<file path="src/rtl/keypad_scanner_pkg.sv">
// Shared keypad definitions: matrix geometry, FSM state encoding, keycode layout.
// No latency (types, constants and pure functions only).
// No flow control; used by keypad_scanner and keypad_interpreter.
package keypad_scanner_pkg;

    localparam int NUM_COLS  = 5;
    localparam int NUM_ROWS  = 4;
    localparam int COL_IDX_W = 3;
    localparam int ROW_IDX_W = 2;

    // Keycode layout: {row_index, col_index}
    localparam int KC_W       = ROW_IDX_W + COL_IDX_W;
    localparam int KC_COL_LSB = 0;
    localparam int KC_COL_MSB = COL_IDX_W - 1;
    localparam int KC_ROW_LSB = COL_IDX_W;
    localparam int KC_ROW_MSB = KC_W - 1;

    typedef enum logic [2:0] {
        ST_SCAN     = 3'd0,
        ST_DEBOUNCE = 3'd1,
        ST_PRESSED  = 3'd2,
        ST_HOLD     = 3'd3,
        ST_RELEASE  = 3'd4
    } kp_state_e;

    function automatic logic [KC_W-1:0] make_keycode(
        input logic [ROW_IDX_W-1:0] row_idx,
        input logic [COL_IDX_W-1:0] col_idx
    );
        logic [KC_W-1:0] kc;
        kc = '0;
        kc[KC_ROW_MSB:KC_ROW_LSB] = row_idx;
        kc[KC_COL_MSB:KC_COL_LSB] = col_idx;
        return kc;
    endfunction

    // Active-low column drive: exactly one bit low for a legal index.
    function automatic logic [NUM_COLS-1:0] col_drive(input logic [COL_IDX_W-1:0] col_idx);
        logic [NUM_COLS-1:0] drv;
        drv = '1;
        for (int i = 0; i < NUM_COLS; i++) begin
            if (col_idx == COL_IDX_W'(i)) begin
                drv[i] = 1'b0;
            end
        end
        return drv;
    endfunction

endpackage

</file>
<file path="src/rtl/keypad_scanner_sync2.sv">
// Parameterised-width two-flop synchronizer for asynchronous level inputs.
// Latency: 2 clock cycles.
// No backpressure; samples every cycle.
// Ports: clock, reset (async active-low), d_i (async input), q_o (synchronized output).
module sync2 #(
    parameter int               WIDTH   = 1,
    parameter logic [WIDTH-1:0] RST_VAL = '0
) (
    input  logic             clock,
    input  logic             reset,
    input  logic [WIDTH-1:0] d_i,
    output logic [WIDTH-1:0] q_o
);

    logic [WIDTH-1:0] meta_q;
    logic [WIDTH-1:0] sync_q;

    always_ff @(posedge clock or negedge reset) begin
        if (!reset) begin
            meta_q <= RST_VAL;
            sync_q <= RST_VAL;
        end else begin
            meta_q <= d_i;
            sync_q <= meta_q;
        end
    end

    assign q_o = sync_q;

endmodule

</file>
<file path="src/rtl/keypad_scanner.sv">
// 5x4 matrix keypad scanner with debounced press/release and one-shot key report.
// Latency: accept DEBOUNCE_CNT dwells after the first detecting sample plus 1 cycle.
// No backpressure: newkey is a single-cycle pulse, keycode held until the next press.
// Ports: clock, reset (async active-low), col (active-low column drive),
//        row (active-low async row sense), newkey (1-cycle pulse), keycode {row,col}.
module keypad_scanner
    import keypad_scanner_pkg::*;
#(
    parameter int SCAN_DIV     = 1000,  // cycles per column dwell, minimum 4
    parameter int DEBOUNCE_CNT = 20     // identical samples to accept press/release
) (
    input  logic                clock,
    input  logic                reset,
    output logic [NUM_COLS-1:0] col,
    input  logic [NUM_ROWS-1:0] row,
    output logic                newkey,
    output logic [KC_W-1:0]     keycode
);

    localparam int DIV_W = (SCAN_DIV > 1) ? $clog2(SCAN_DIV) : 1;
    localparam int CNT_W = $clog2(DEBOUNCE_CNT + 1);

    localparam logic [DIV_W-1:0]     DIV_LAST = DIV_W'(SCAN_DIV - 1);
    localparam logic [DIV_W-1:0]     DIV_ONE  = DIV_W'(1);
    localparam logic [CNT_W-1:0]     CNT_MAX  = CNT_W'(DEBOUNCE_CNT);
    localparam logic [CNT_W-1:0]     CNT_ONE  = CNT_W'(1);
    localparam logic [COL_IDX_W-1:0] COL_LAST = COL_IDX_W'(NUM_COLS - 1);
    localparam logic [COL_IDX_W-1:0] COL_ONE  = COL_IDX_W'(1);

    // ------------------------------------------------------------------
    // Row synchronizer: idle (pulled-up) rows reset to all ones.
    // ------------------------------------------------------------------
    logic [NUM_ROWS-1:0] rs;

    sync2 #(
        .WIDTH   (NUM_ROWS),
        .RST_VAL ({NUM_ROWS{1'b1}})
    ) u_row_sync (
        .clock (clock),
        .reset (reset),
        .d_i   (row),
        .q_o   (rs)
    );

    // ------------------------------------------------------------------
    // State
    // ------------------------------------------------------------------
    kp_state_e              state_q,   state_d;
    logic [DIV_W-1:0]       div_q,     div_d;
    logic [CNT_W-1:0]       cnt_q,     cnt_d;
    logic [COL_IDX_W-1:0]   col_idx_q, col_idx_d;
    logic [ROW_IDX_W-1:0]   row_idx_q, row_idx_d;
    logic                   newkey_q,  newkey_d;
    logic [KC_W-1:0]        keycode_q, keycode_d;

    // ------------------------------------------------------------------
    // Dwell timer: free-running, sample strobe on the last dwell cycle.
    // The >= compare keeps it from running past the terminal value.
    // ------------------------------------------------------------------
    logic sample;

    always_comb begin
        sample = (div_q >= DIV_LAST);
        div_d  = sample ? '0 : (div_q + DIV_ONE);
    end

    // ------------------------------------------------------------------
    // Row decode: one-hot-low to index, plus "exactly one" / "none" flags.
    // ------------------------------------------------------------------
    logic [2:0]           low_cnt;
    logic [ROW_IDX_W-1:0] row_hit;
    logic                 one_low;
    logic                 all_high;

    always_comb begin
        low_cnt = '0;
        row_hit = '0;
        for (int r = 0; r < NUM_ROWS; r++) begin
            if (!rs[r]) begin
                low_cnt = low_cnt + 3'd1;
                row_hit = ROW_IDX_W'(r);
            end
        end
        one_low  = (low_cnt == 3'd1);
        all_high = &rs;
    end

    logic [COL_IDX_W-1:0] col_next;
    assign col_next = (col_idx_q >= COL_LAST) ? '0 : (col_idx_q + COL_ONE);

    // ------------------------------------------------------------------
    // FSM next state. The column index doubles as the latched column of
    // a candidate key: it is simply not advanced outside SCAN, which
    // also freezes the column drive.
    // Counters only increment while below CNT_MAX, so they saturate.
    // ------------------------------------------------------------------
    always_comb begin
        state_d   = state_q;
        cnt_d     = cnt_q;
        col_idx_d = col_idx_q;
        row_idx_d = row_idx_q;
        newkey_d  = 1'b0;
        keycode_d = keycode_q;

        case (state_q)
            ST_SCAN: begin
                if (sample) begin
                    if (one_low) begin
                        row_idx_d = row_hit;
                        cnt_d     = CNT_ONE;
                        state_d   = ST_DEBOUNCE;
                    end else begin
                        col_idx_d = col_next;
                    end
                end
            end

            ST_DEBOUNCE: begin
                if (sample) begin
                    if (one_low && (row_hit == row_idx_q)) begin
                        if (cnt_q >= CNT_MAX) begin
                            // newkey/keycode are registered here so they
                            // are valid during the single PRESSED cycle.
                            state_d   = ST_PRESSED;
                            cnt_d     = '0;
                            newkey_d  = 1'b1;
                            keycode_d = make_keycode(row_idx_q, col_idx_q);
                        end else begin
                            cnt_d = cnt_q + CNT_ONE;
                        end
                    end else begin
                        state_d   = ST_SCAN;
                        cnt_d     = '0;
                        col_idx_d = col_next;
                    end
                end
            end

            ST_PRESSED: begin
                state_d = ST_HOLD;
            end

            ST_HOLD: begin
                if (sample && all_high) begin
                    state_d = ST_RELEASE;
                    cnt_d   = CNT_ONE;
                end
            end

            ST_RELEASE: begin
                if (sample) begin
                    if (all_high) begin
                        if (cnt_q >= CNT_MAX) begin
                            state_d   = ST_SCAN;
                            cnt_d     = '0;
                            col_idx_d = col_next;
                        end else begin
                            cnt_d = cnt_q + CNT_ONE;
                        end
                    end else begin
                        state_d = ST_HOLD;
                        cnt_d   = '0;
                    end
                end
            end

            default: begin
                state_d   = ST_SCAN;
                cnt_d     = '0;
                col_idx_d = '0;
            end
        endcase
    end

    // ------------------------------------------------------------------
    // Registers
    // ------------------------------------------------------------------
    always_ff @(posedge clock or negedge reset) begin
        if (!reset) begin
            state_q   <= ST_SCAN;
            div_q     <= '0;
            cnt_q     <= '0;
            col_idx_q <= '0;
            row_idx_q <= '0;
            newkey_q  <= 1'b0;
            keycode_q <= '0;
        end else begin
            state_q   <= state_d;
            div_q     <= div_d;
            cnt_q     <= cnt_d;
            col_idx_q <= col_idx_d;
            row_idx_q <= row_idx_d;
            newkey_q  <= newkey_d;
            keycode_q <= keycode_d;
        end
    end

    assign col     = col_drive(col_idx_q);
    assign newkey  = newkey_q;
    assign keycode = keycode_q;

endmodule

</file>
<file path="config.mk">
export PLATFORM = sky130hd
export DESIGN_NAME = keypad_scanner
export DESIGN_NICKNAME = d
export VERILOG_FILES = /design/src/rtl/keypad_scanner_pkg.sv /design/src/rtl/keypad_scanner_sync2.sv /design/src/rtl/keypad_scanner.sv
export SDC_FILE = /design/constraint.sdc
export NUM_CORES = 1
export LEC_CHECK = 0
export ABC_AREA = 1
export BUFFER_PORTS_ARGS = -buffer_cell sky130_fd_sc_hd__buf_2
export CORE_ASPECT_RATIO = 1.5
export CORE_MARGIN = 5
export CORE_UTILIZATION = 40
export CTS_CLUSTER_DIAMETER = 40
export CTS_CLUSTER_SIZE = 12
export DETAILED_ROUTE_END_ITERATION = 12
export GPL_TIMING_DRIVEN = 0
export PLACE_DENSITY_LB_ADDON = 0.1
export SLEW_MARGIN = 40
export SYNTH_ARGS = -nofsm -noshare
export SYNTH_HDL_FRONTEND = slang
export SYNTH_SLANG_ARGS = --single-unit
</file>
<file path="constraint.sdc">
create_clock -name clock -period 6.5 [get_ports clock]
set_input_delay 0.975 -clock clock [delete_from_list [all_inputs] [get_ports clock]]
set_output_delay 0.975 -clock clock [all_outputs]
set_load 0.005 [all_outputs]
</file>
Word-level counts from Yosys, hierarchy flattened
Cells that the tools add are included.

Register bits after elaboration: 37. Logic and storage cells: 97. Output and inout bits: 11.

Reductions and logical operators: 11. Bitwise operators: 2. Mux-type cells: 45. $add $sub $neg: 6. Order comparisons: 3. Equal/unequal tests: 21.

Operator list (count): $mux 3 (20); $mux 5 (8); $pmux 5 s5 (1); $ne 2x2->1 const B (9); $pmux 3 s5 (1); $add 3x1->3 const B (4); $eq 3x2->1 const B (4); $pmux 3 s4 (1); $mux 1 (11); $add 10x1->10 const B (1); $ge 10x10->1 const B (1); $mux 10 (1); $eq 3x1->1 const B (3); $reduce_and 4->1 (2); $reduce_and 8->1 (1); $reduce_and 7->1 (1); $eq 3x3->1 const B (2); $logic_not 3->1 (2); $ne 3x3->1 const B (2); $reduce_and 6->1 (1); $add 5x1->5 const B (1); $ge 5x5->1 const B (1); $mux 2 (2); $ge 3x3->1 const B (1); other kinds (5) (7).

Longest topological paths before layout
Gate-level depths: netlist (run 1).

Depth after elaboration: 12. Gate-level depth with buffers: 18.

Cells and area by module
Synthesis (run 1) repeated with hierarchy kept, for this count alone.

Cell total of the unflattened synthesis: 277. Area total of the unflattened synthesis: 2174.6 um^2.

By module, submodules not included: keypad_scanner (instances 1, area each 1964.4 um^2, cells each 269); sync2 (instances 1, area each 210.2 um^2, cells each 8).

Worst setup path before layout (run 1)
OpenSTA, ideal clock, no wires.

Path kind: flip-flop to flip-flop. Start point: reg u_row_sync.sync_q[1] (netlist: u_row_sync.q_o[1]). End point: reg keycode_q[2] (netlist: keycode[2]). Slack: 4.243 ns. Library setup time: 0.121 ns. Clock period less this slack: 2.257 ns. Data arrival time: 2.135 ns. Buffers on the path: 1. Stages on the path, launching flop included: 16. Cells stage by stage: dfstp_2 inv_1 ha_1 inv_1 nand2_2 nand2_1 ha_1 nor2_1 nand3_1 nand2_2 nand3_2 inv_2 nand2_2 buf_6 nand2_2 o21ai_2.

Word-level cells in the longest chain between the ends: 8. Elaborated cells between the ends (all ways): 12.

RTL lines: from (decl) (RTL line keypad_scanner_sync2.sv:16) `logic [WIDTH-1:0] sync_q;`; from (signal assigned) (RTL line keypad_scanner_sync2.sv:24) `sync_q <= meta_q;`; $mux 3 (RTL line keypad_scanner.sv:79) `if (!rs[r]) begin`; $add 3x1->3 (RTL line keypad_scanner.sv:80) `low_cnt = low_cnt + 3'd1;`; $mux 3 (RTL line keypad_scanner.sv:79); $add 3x1->3 (RTL line keypad_scanner.sv:80); $mux 3 (RTL line keypad_scanner.sv:79); $eq 3x1->1 (RTL line keypad_scanner.sv:84) `one_low = (low_cnt == 3'd1);`; $logic_and 1x1->1 (*) (RTL line keypad_scanner.sv:120) `if (one_low && (row_hit == row_idx_q)) begin`; $reduce_and 4->1 (no line) (*); to (signal assigned) (RTL line keypad_scanner.sv:194) `keycode_q <= keycode_d;`; to (decl) (RTL line keypad_scanner.sv:54) `logic [KC_W-1:0] keycode_q, keycode_d;`.

Every way passes the cells marked *; elsewhere a longest branch is shown, timed or not. A chain may end at the register's enable or synchronous reset.

Worst setup path after layout (run 1)
Start point: reg u_row_sync.sync_q[1] (netlist: u_row_sync.q_o[1]). End point: reg keycode_q[3] (netlist: keycode[3]).

Same word-level chain as after synthesis.

==> flow_metrics.env, run 1 <==
export IMPL_cts_inserted_buffers=5
export IMPL_p_seq_frac=0.562
export IMPL_worstHoldPathType="register to register"
export IMPL_grt_pass1_wl_um=7390
export IMPL_hp_start="u_row_sync.meta_q[2]"
export IMPL_power_switching_w=0.000102
export IMPL_clk_pin_slew_worst_paths_ps=70
export IMPL_routed_wl_um=4060
export IMPL_nets=312
export IMPL_synth_compound_area_frac=0.0784
export IMPL_drt_wirelength_per_cell_um=11.1
export IMPL_ir_worst_vdd_uv=118
export IMPL_io_pins=17
export IMPL_max_freq_mhz=411
export IMPL_layout_drive_gt1_share=0.257
export IMPL_antenna_left=0
export IMPL_clock_skew_ps=7.11
export IMPL_synthAdderAreaFrac=0.0634
export IMPL_synth_top_family_by_area="simple AND/OR/NAND/NOR gates"
export IMPL_cts_max_path_buffers=2
export IMPL_p_leak_nw=1.29
export IMPL_timing_final_crit_period_ps=2440
export IMPL_port_buffers=16
export IMPL_synth_distinct_cells=26
export IMPL_hold_viol=0
export IMPL_num_rows=33
export IMPL_synth_area_um2=2170
export IMPL_critPathArrivalTime_ps=2610
export IMPL_reg2reg_from="u_row_sync.q_o[1]"
export IMPL_drv_slew=0
export IMPL_overflow=0
export IMPL_root_buffer="clkbuf_8"
export IMPL_drt_pass1_iter_count=4
export IMPL_clk_latency_ps=290
export IMPL_switching_share=0.242
export IMPL_worstMarginPinSlew_ps=425
export IMPL_fin_crit_sh=0.375
export IMPL_start_util=0.404
export IMPL_final_setup_viol_count=0
export IMPL_dp_hpwl_um=3250
export IMPL_area_delta_synth_final_pct=13.0
export IMPL_endpoint_kind="register"
export IMPL_grt_pass1_vias=1679
export IMPL_ys_warn_count=0
export IMPL_power_density_nw_per_um2=171
export IMPL_outcome="finished, final reports clean"
export IMPL_drv_cap=0
export IMPL_antenna_found_initial=0
export IMPL_post_cts_repair_setup_buffers=0
export IMPL_cp_start_kind="register"
export IMPL_syn_num_nets=288
export IMPL_p_int_w=0.000318
export IMPL_setup_ws_ps=4060
export IMPL_ctsResizeCount=0
export IMPL_nFillCells=554
export IMPL_synth_simple_area_share=0.325
export IMPL_rrSetupSlack_ps=4060
export IMPL_clkSinkCount=37
export IMPL_min_to="u_row_sync.q_o[2]"
export IMPL_setup_tns_ps=0
export IMPL_critPathMaxFanout=10
export IMPL_hold_buffers=0
export IMPL_startpoint="u_row_sync.q_o[1]"
export IMPL_reg2reg_depth=15
export IMPL_r2r_end="keycode[3]"
export IMPL_combPwrFrac=0.069
export IMPL_grt_max_degree=22
export IMPL_core_area_um2=5370
export IMPL_fp_dieArea_um2=7030
export IMPL_cts_tree="done"
export IMPL_syn_avg_cell_area_um2=8.01
export IMPL_ys_seq_elements=37
export IMPL_ys_seq_area_frac=0.431
export IMPL_grt_total_usage=0.130
export IMPL_die_h_um=100
export IMPL_die_w_um=70.1
export IMPL_cp_data_required_time_ps=6670
export IMPL_htreeDepth=2
export IMPL_synth_xor_area_share=0.0121
export IMPL_worstHoldPathCells=0
export IMPL_synth_area_mux_share=0
export IMPL_place_congestion=0.825
export IMPL_drc=0
export IMPL_pre_cts_ws_ps=4060
export IMPL_vias=1675
export IMPL_path_class="register to register"
export IMPL_n_antenna_cell=0
export IMPL_first_iter_violations=42
export IMPL_grt_setup_unrepaired="false"
export IMPL_clockPowerShare=0.369
export IMPL_synthCells=271
export IMPL_relSlewSlack=0.717
export IMPL_viasPerCell=4.58
==> stage by stage <==
step | instance area [um^2] | std cells | util | hold slack [ps] | power [W]
2_1_floorplan | 2170 | 271 | - | 345 | 0.000258
3_3_place_gp | 2340 | 357 | 0.435 | 346 | 0.000268
3_5_place_dp | 2360 | 358 | 0.441 | 348 | 0.000270
4_1_cts | 2450 | 366 | 0.457 | 360 | 0.000432
5_1_grt | 2450 | 366 | 0.457 | 362 | 0.000443
6_report | 2450 | 366 | 0.457 | 358 | 0.000420
==> synthesized netlist by cell type <==
library cell  instances  area share
nand3_4               1      0.0081
nor2_2                4       0.012
inv_1                40       0.069
xnor2_1               1      0.0040
nor2_1               15       0.026
inv_2                 5      0.0087
a31oi_1               1      0.0029
xor2_1                2      0.0081
o21ai_0               4      0.0092
nand2_1              70        0.12
a21oi_4               1      0.0075
dfrtp_1              29        0.33
clkinv_1              1      0.0017
or2_2                 3      0.0087
nand2_2              14       0.040
a21oi_1              10       0.023
nand3_2               4       0.018
nor2_4                3       0.016
dfstp_2               8       0.097
nand4_1               6       0.017
ha_1                 11       0.063
buf_6                 2       0.010
nand3_1              24       0.055
o21ai_1               5       0.012
nor3_1                1      0.0023
o21ai_2               6       0.024
==> worst max-delay path by stage <==
stage / depth (start not counted) / end
finish: 15 / keycode[3]
global route: 15 / cnt_q[4]
CTS: 16 / cnt_q[2]
detailed placement: 16 / cnt_q[2]
global placement: 16 / cnt_q[4]
floorplan: 15 / keycode[2]
==> metal layers <==
layer	wire length, um	vias to the layer above	share of wire	GRT usage
li1	-	891	-	-
met1	1720	767	0.42	0.147
met2	2230	12	0.55	0.238
met3	51	5	0.013	0.0240
met4	68	0	0.017	0.0531
met5	0	-	0	0
==> power by group through the flow <==
stage          clock (W)  sequential [W]  combinational [W]
6_report        0.000155        0.000236          0.0000290
5_1_grt         0.000173        0.000236          0.0000337
2_1_floorplan          0        0.000240          0.0000184
4_1_cts         0.000166        0.000236          0.0000300
3_3_place_gp           0        0.000240          0.0000276
3_5_place_dp           0        0.000240          0.0000298
==> flip-flops by register name, summed over array words and instances, names as in the netlist <==
signal             cells
keycode                5
col_idx_q              3
cnt_q                  5
u_row_sync.q_o         4
u_row_sync.meta_q      4
newkey                 1
row_idx_q              2
state_q                3
div_q                 10
==> worst max-delay path: stages (launching register included) <==
cell and delay, ps:
dfstp_2 530, inv_1 50, ha_1 320, inv_1 60, nand2_2 60, nand2_1 70
ha_1 290, nor2_1 100, nand3_1 170, nand2_2 130, nand3_2 140, inv_2 80
nand2_2 50, buf_6 150, nand2_2 60, o21ai_2 40
==> layout by cell type, fill, tap and decap left out, types with 6 or more instances in the layout <==
| master | n |
|---|---|
| nand3_1 | 24 |
| dfrtp_1 | 29 |
| o21ai_2 | 6 |
| nand4_1 | 6 |
| ha_1 | 11 |
| inv_1 | 40 |
| a21oi_1 | 10 |
| nor2_1 | 15 |
| dfstp_2 | 8 |
| buf_2 | 16 |
| nand2_1 | 70 |
| nand2_2 | 14 |
==> layout make-up <==
type / count / area, um^2 / area share
well taps: 70 / 87.6 / 0.0357
clock inverters: 3 / 17.5 / 0.00715
plain buffers: 2 / 22.5 / 0.00919
clock buffers: 5 / 68.8 / 0.0281
multi-input cells: 186 / 1040 / 0.424
inverters: 46 / 173 / 0.0704
repair buffers: 17 / 108 / 0.0439
flip-flops and latches: 37 / 936 / 0.382
==> kinds of logic (layout without fill, tap and decap cells) <==
logic type,after synthesis,count (layout)
and+or+nand+nor,145,145
adders and majority gates,11,11
AOI/OAI and AO/OA,27,27
xor gates and xnor gates,3,3
buffers and inverters,48,73
DFF,37,37
(Power assumes the default switching activity.)
==> inputs of run 2 (changes only) <==
--- a/config.mk
+++ b/config.mk
@@ -5,7 +5,7 @@
 export SDC_FILE = /design/constraint.sdc
 export NUM_CORES = 1
 export LEC_CHECK = 0
-export ABC_AREA = 1
+export ABC_AREA = 0
 export BUFFER_PORTS_ARGS = -buffer_cell sky130_fd_sc_hd__buf_2
 export CORE_ASPECT_RATIO = 1.5
 export CORE_MARGIN = 5
==> constraint.sdc (replaced) <==
create_clock -name clock -period 2.32 [get_ports clock]
set_input_delay 0.348 -clock clock [delete_from_list [all_inputs] [get_ports clock]]
set_output_delay 0.348 -clock clock [all_outputs]
set_load 0.005 [all_outputs]
==> run 2 against run 1 <==
The flow now finishes with violations (negative setup slack). Via count shrank 6.6%. Non-clock buffer count rose by 17. Cell count down 15%. Largest cell class unchanged. Highest routed layer unchanged. Sequential power increased to 2.8 times the previous value. Synthesized cell count fell by 24%. Maximum frequency fell by 8.7%. Utilization up 7.2 points.
==> flow_metrics.env, run 2 <==
export IMPL_cp_num_buf_inv=3
export IMPL_grt_total_usage=0.132
export IMPL_hold_viol=0
export IMPL_antenna_found_initial=0
export IMPL_fin_util=0.529
export IMPL_cts_inserted_buffers=5
export IMPL_fp_dieArea_um2=6640
export IMPL_n_antenna_cell=0
export IMPL_grt_pass1_vias=1544
export IMPL_netlist_area_leader_share=0.357
export IMPL_drv_cap=0
export IMPL_use_met3=0.0278
export IMPL_grt_busiest_layer="met2"
export IMPL_setup_ws_ps=-349
export IMPL_multi_input_area_um2=1120
export IMPL_synth_edff_count=0
export IMPL_nets=260
export IMPL_largest_register_ffs=10
export IMPL_fin_cells=310
export IMPL_grt_use_met2=0.236
export IMPL_setup_tns_ps=-4940
export IMPL_power_density_nw_per_um2=510
export IMPL_cp_start_kind="register"
export IMPL_path_class="register to register"
export IMPL_fin_crit_sh=1.15
export IMPL_syn_avg_cell_area_um2=9.87
export IMPL_path_cells="inv_2, ha_4, xor2_2, inv_1, ha_1, nor2_1, a221o_1, o2111a_2, buf_4, a31oi_1, o41ai_2, a22o_1"
export IMPL_clkSinkCount=37
export IMPL_dp_cells=288
export IMPL_cts_max_path_buffers=2
export IMPL_layout_drive_gt1_share=0.381
export IMPL_drt_wirelength_per_cell_um=13.2
export IMPL_endpoint_kind="register"
export IMPL_area_delta_synth_final_pct=27.1
export IMPL_grtUsageMet1=0.145
export IMPL_seq_area_um2=936
export IMPL_yosysMostFrequentCell="dfrtp_1"
export IMPL_nFillCells=476
export IMPL_critPathArrivalTime_ps=2850
export IMPL_die_h_um=97.3
export IMPL_cts_tree="done"
export IMPL_drc=0
export IMPL_synthCells=206
export IMPL_grt_max_degree=38
export IMPL_critical_path_top_delay_family="compound AO/OA/AOI/OAI gates"
export IMPL_synthTopCellsByCount="dfrtp_1, nand2_1, nor2_1"
export IMPL_core_area_um2=4890
export IMPL_first_iter_violations=38
export IMPL_yosys_area_top_type="dfrtp_1"
export IMPL_reg2reg_depth=12
export IMPL_routed_wl_um=4080
export IMPL_critPathMaxFanout=6
export IMPL_regMostFlops="div_q"
export IMPL_dp_hpwl_um=2720
export IMPL_clk_latency_ps=290
export IMPL_clk_pin_slew_worst_paths_ps=80
export IMPL_synth_area_um2=2030
export IMPL_max_freq_mhz=375
export IMPL_synth_area_top_cells="dfrtp_1, dfstp_2, ha_1, nand2_1, o21ai_0"
export IMPL_num_rows=31
export IMPL_die_w_um=68.2
export IMPL_syn_num_nets=223
export IMPL_overflow=0
export IMPL_io_pins=17
export IMPL_place_congestion=0.774
export IMPL_failed_checks="negative setup slack"
export IMPL_vias=1564
export IMPL_slowest_stage="dfstp_2"
export IMPL_synth_distinct_cells=50
export IMPL_synth_main_ff_cell="dfrtp_1"
export IMPL_antenna_left=0
export IMPL_ys_seq_area_frac=0.460
export IMPL_drt_pass1_iter_count=5
export IMPL_port_buffers=16
export IMPL_final_cell_mix="dfrtp_1, nand2_1, nor2_1"
export IMPL_pre_cts_ws_ps=-441
export IMPL_cp_depth=12
export IMPL_worstMarginPinSlew_ps=530
export IMPL_p_leak_nw=1.17
export IMPL_worstHoldPathType="primary input to asynchronous set/reset pin"
export IMPL_cp_data_required_time_ps=2500
export IMPL_ys_seq_elements=37
export IMPL_start_util=0.416
export IMPL_final_setup_viol_count=19
export IMPL_slowest_delay_ps=540
export IMPL_relSlewSlack=0.643
export IMPL_timing_final_crit_period_ps=2670
export IMPL_grt_setup_unrepaired="true"
export IMPL_ys_warn_count=0
export IMPL_grt_pass1_wl_um=6810
export IMPL_drv_slew=0
export IMPL_ir_worst_vdd_uv=432
export IMPL_final_common_cell="dfrtp_1"
export IMPL_clock_skew_ps=7.08
export IMPL_viasPerCell=5.05
export IMPL_outcome="finished, violations left"
export IMPL_htreeDepth=2
export IMPL_async_flop_share=1.00
export IMPL_root_buffer="clkbuf_8"
## run 2: final cells by class
class / instances / share of cell area
plain buffers: 6 / 0.0237
clock buffers: 5 / 0.0266
clock inverters: 3 / 0.0179
inverters: 17 / 0.0247
multi-input cells: 146 / 0.435
flip-flops and latches: 37 / 0.362
well taps: 66 / 0.0319
repair buffers: 30 / 0.0784
## run 2: power breakdown
group / internal (W) / switching [W]
Sequential: 0.000657 / 0.00000266
Combinational: 0.0000477 / 0.0000499
Clock: 0.000322 / 0.000239
## run 2: what timing repair did
action                                  CTS  global route
pin swaps                                 9            13
buffers inserted                         11             2
gates resized for setup                  12            28
endpoints found under the setup margin   18            19
cloned                                    0             1
hold buffers                              0             0
## run 2: logic make-up after synthesis
kind of cell,Yosys count,synth area share
multiplexers,4,0.0240
AND/OR/NAND/NOR,73,0.182
AO/OA/AOI/OAI,50,0.173
adder cells (fa/ha/maj),11,0.0677
buffers and inverters,23,0.0585
flip-flops,37,0.460
XOR/XNOR,8,0.0345
## run 2: worst register-to-register path, stage by stage, from the launching register on
cell      delay, ps
dfstp_2         540
inv_2            40
ha_4            280
xor2_2          130
inv_1            50
ha_1            260
nor2_1           40
a221o_1         370
o2111a_2        220
buf_4           170
a31oi_1         160
o41ai_2         100
a22o_1          190
## run 2: worst paths after layout
path	slack, ps	endpoint	startpoint
worst max-delay path	-350	cnt_q[0]	u_row_sync.q_o[1]
min in group clock	150	u_row_sync.meta_q[2]	row[2]
worst max register to register	-350	cnt_q[0]	u_row_sync.q_o[1]
worst min-delay path	10	row_idx_q[1]	reset
max in group asynchronous	1970	u_row_sync.q_o[1]	reset
worst min register to register	360	u_row_sync.q_o[0]	u_row_sync.meta_q[0]
## run 2: per-layer routing
metal / routed length [um] / up-vias
li1: - / 779
met1: 1640 / 754
met2: 2220 / 26
met3: 152 / 5
met4: 73 / 0
met5: 0 / -
## run 2: stage by stage
| step | area [um^2] | hold slack [ps] | total power (W) |
|---|---|---|---|
| after floorplan | 2050 | 52.4 | 0.000714 |
| after global placement | 2210 | 346 | 0.000739 |
| after detailed placement | 2220 | 341 | 0.000741 |
| after CTS | 2470 | 24.5 | 0.00133 |
| after global routing | 2580 | 47.0 | 0.00137 |
| final | 2580 | 9.72 | 0.00132 |
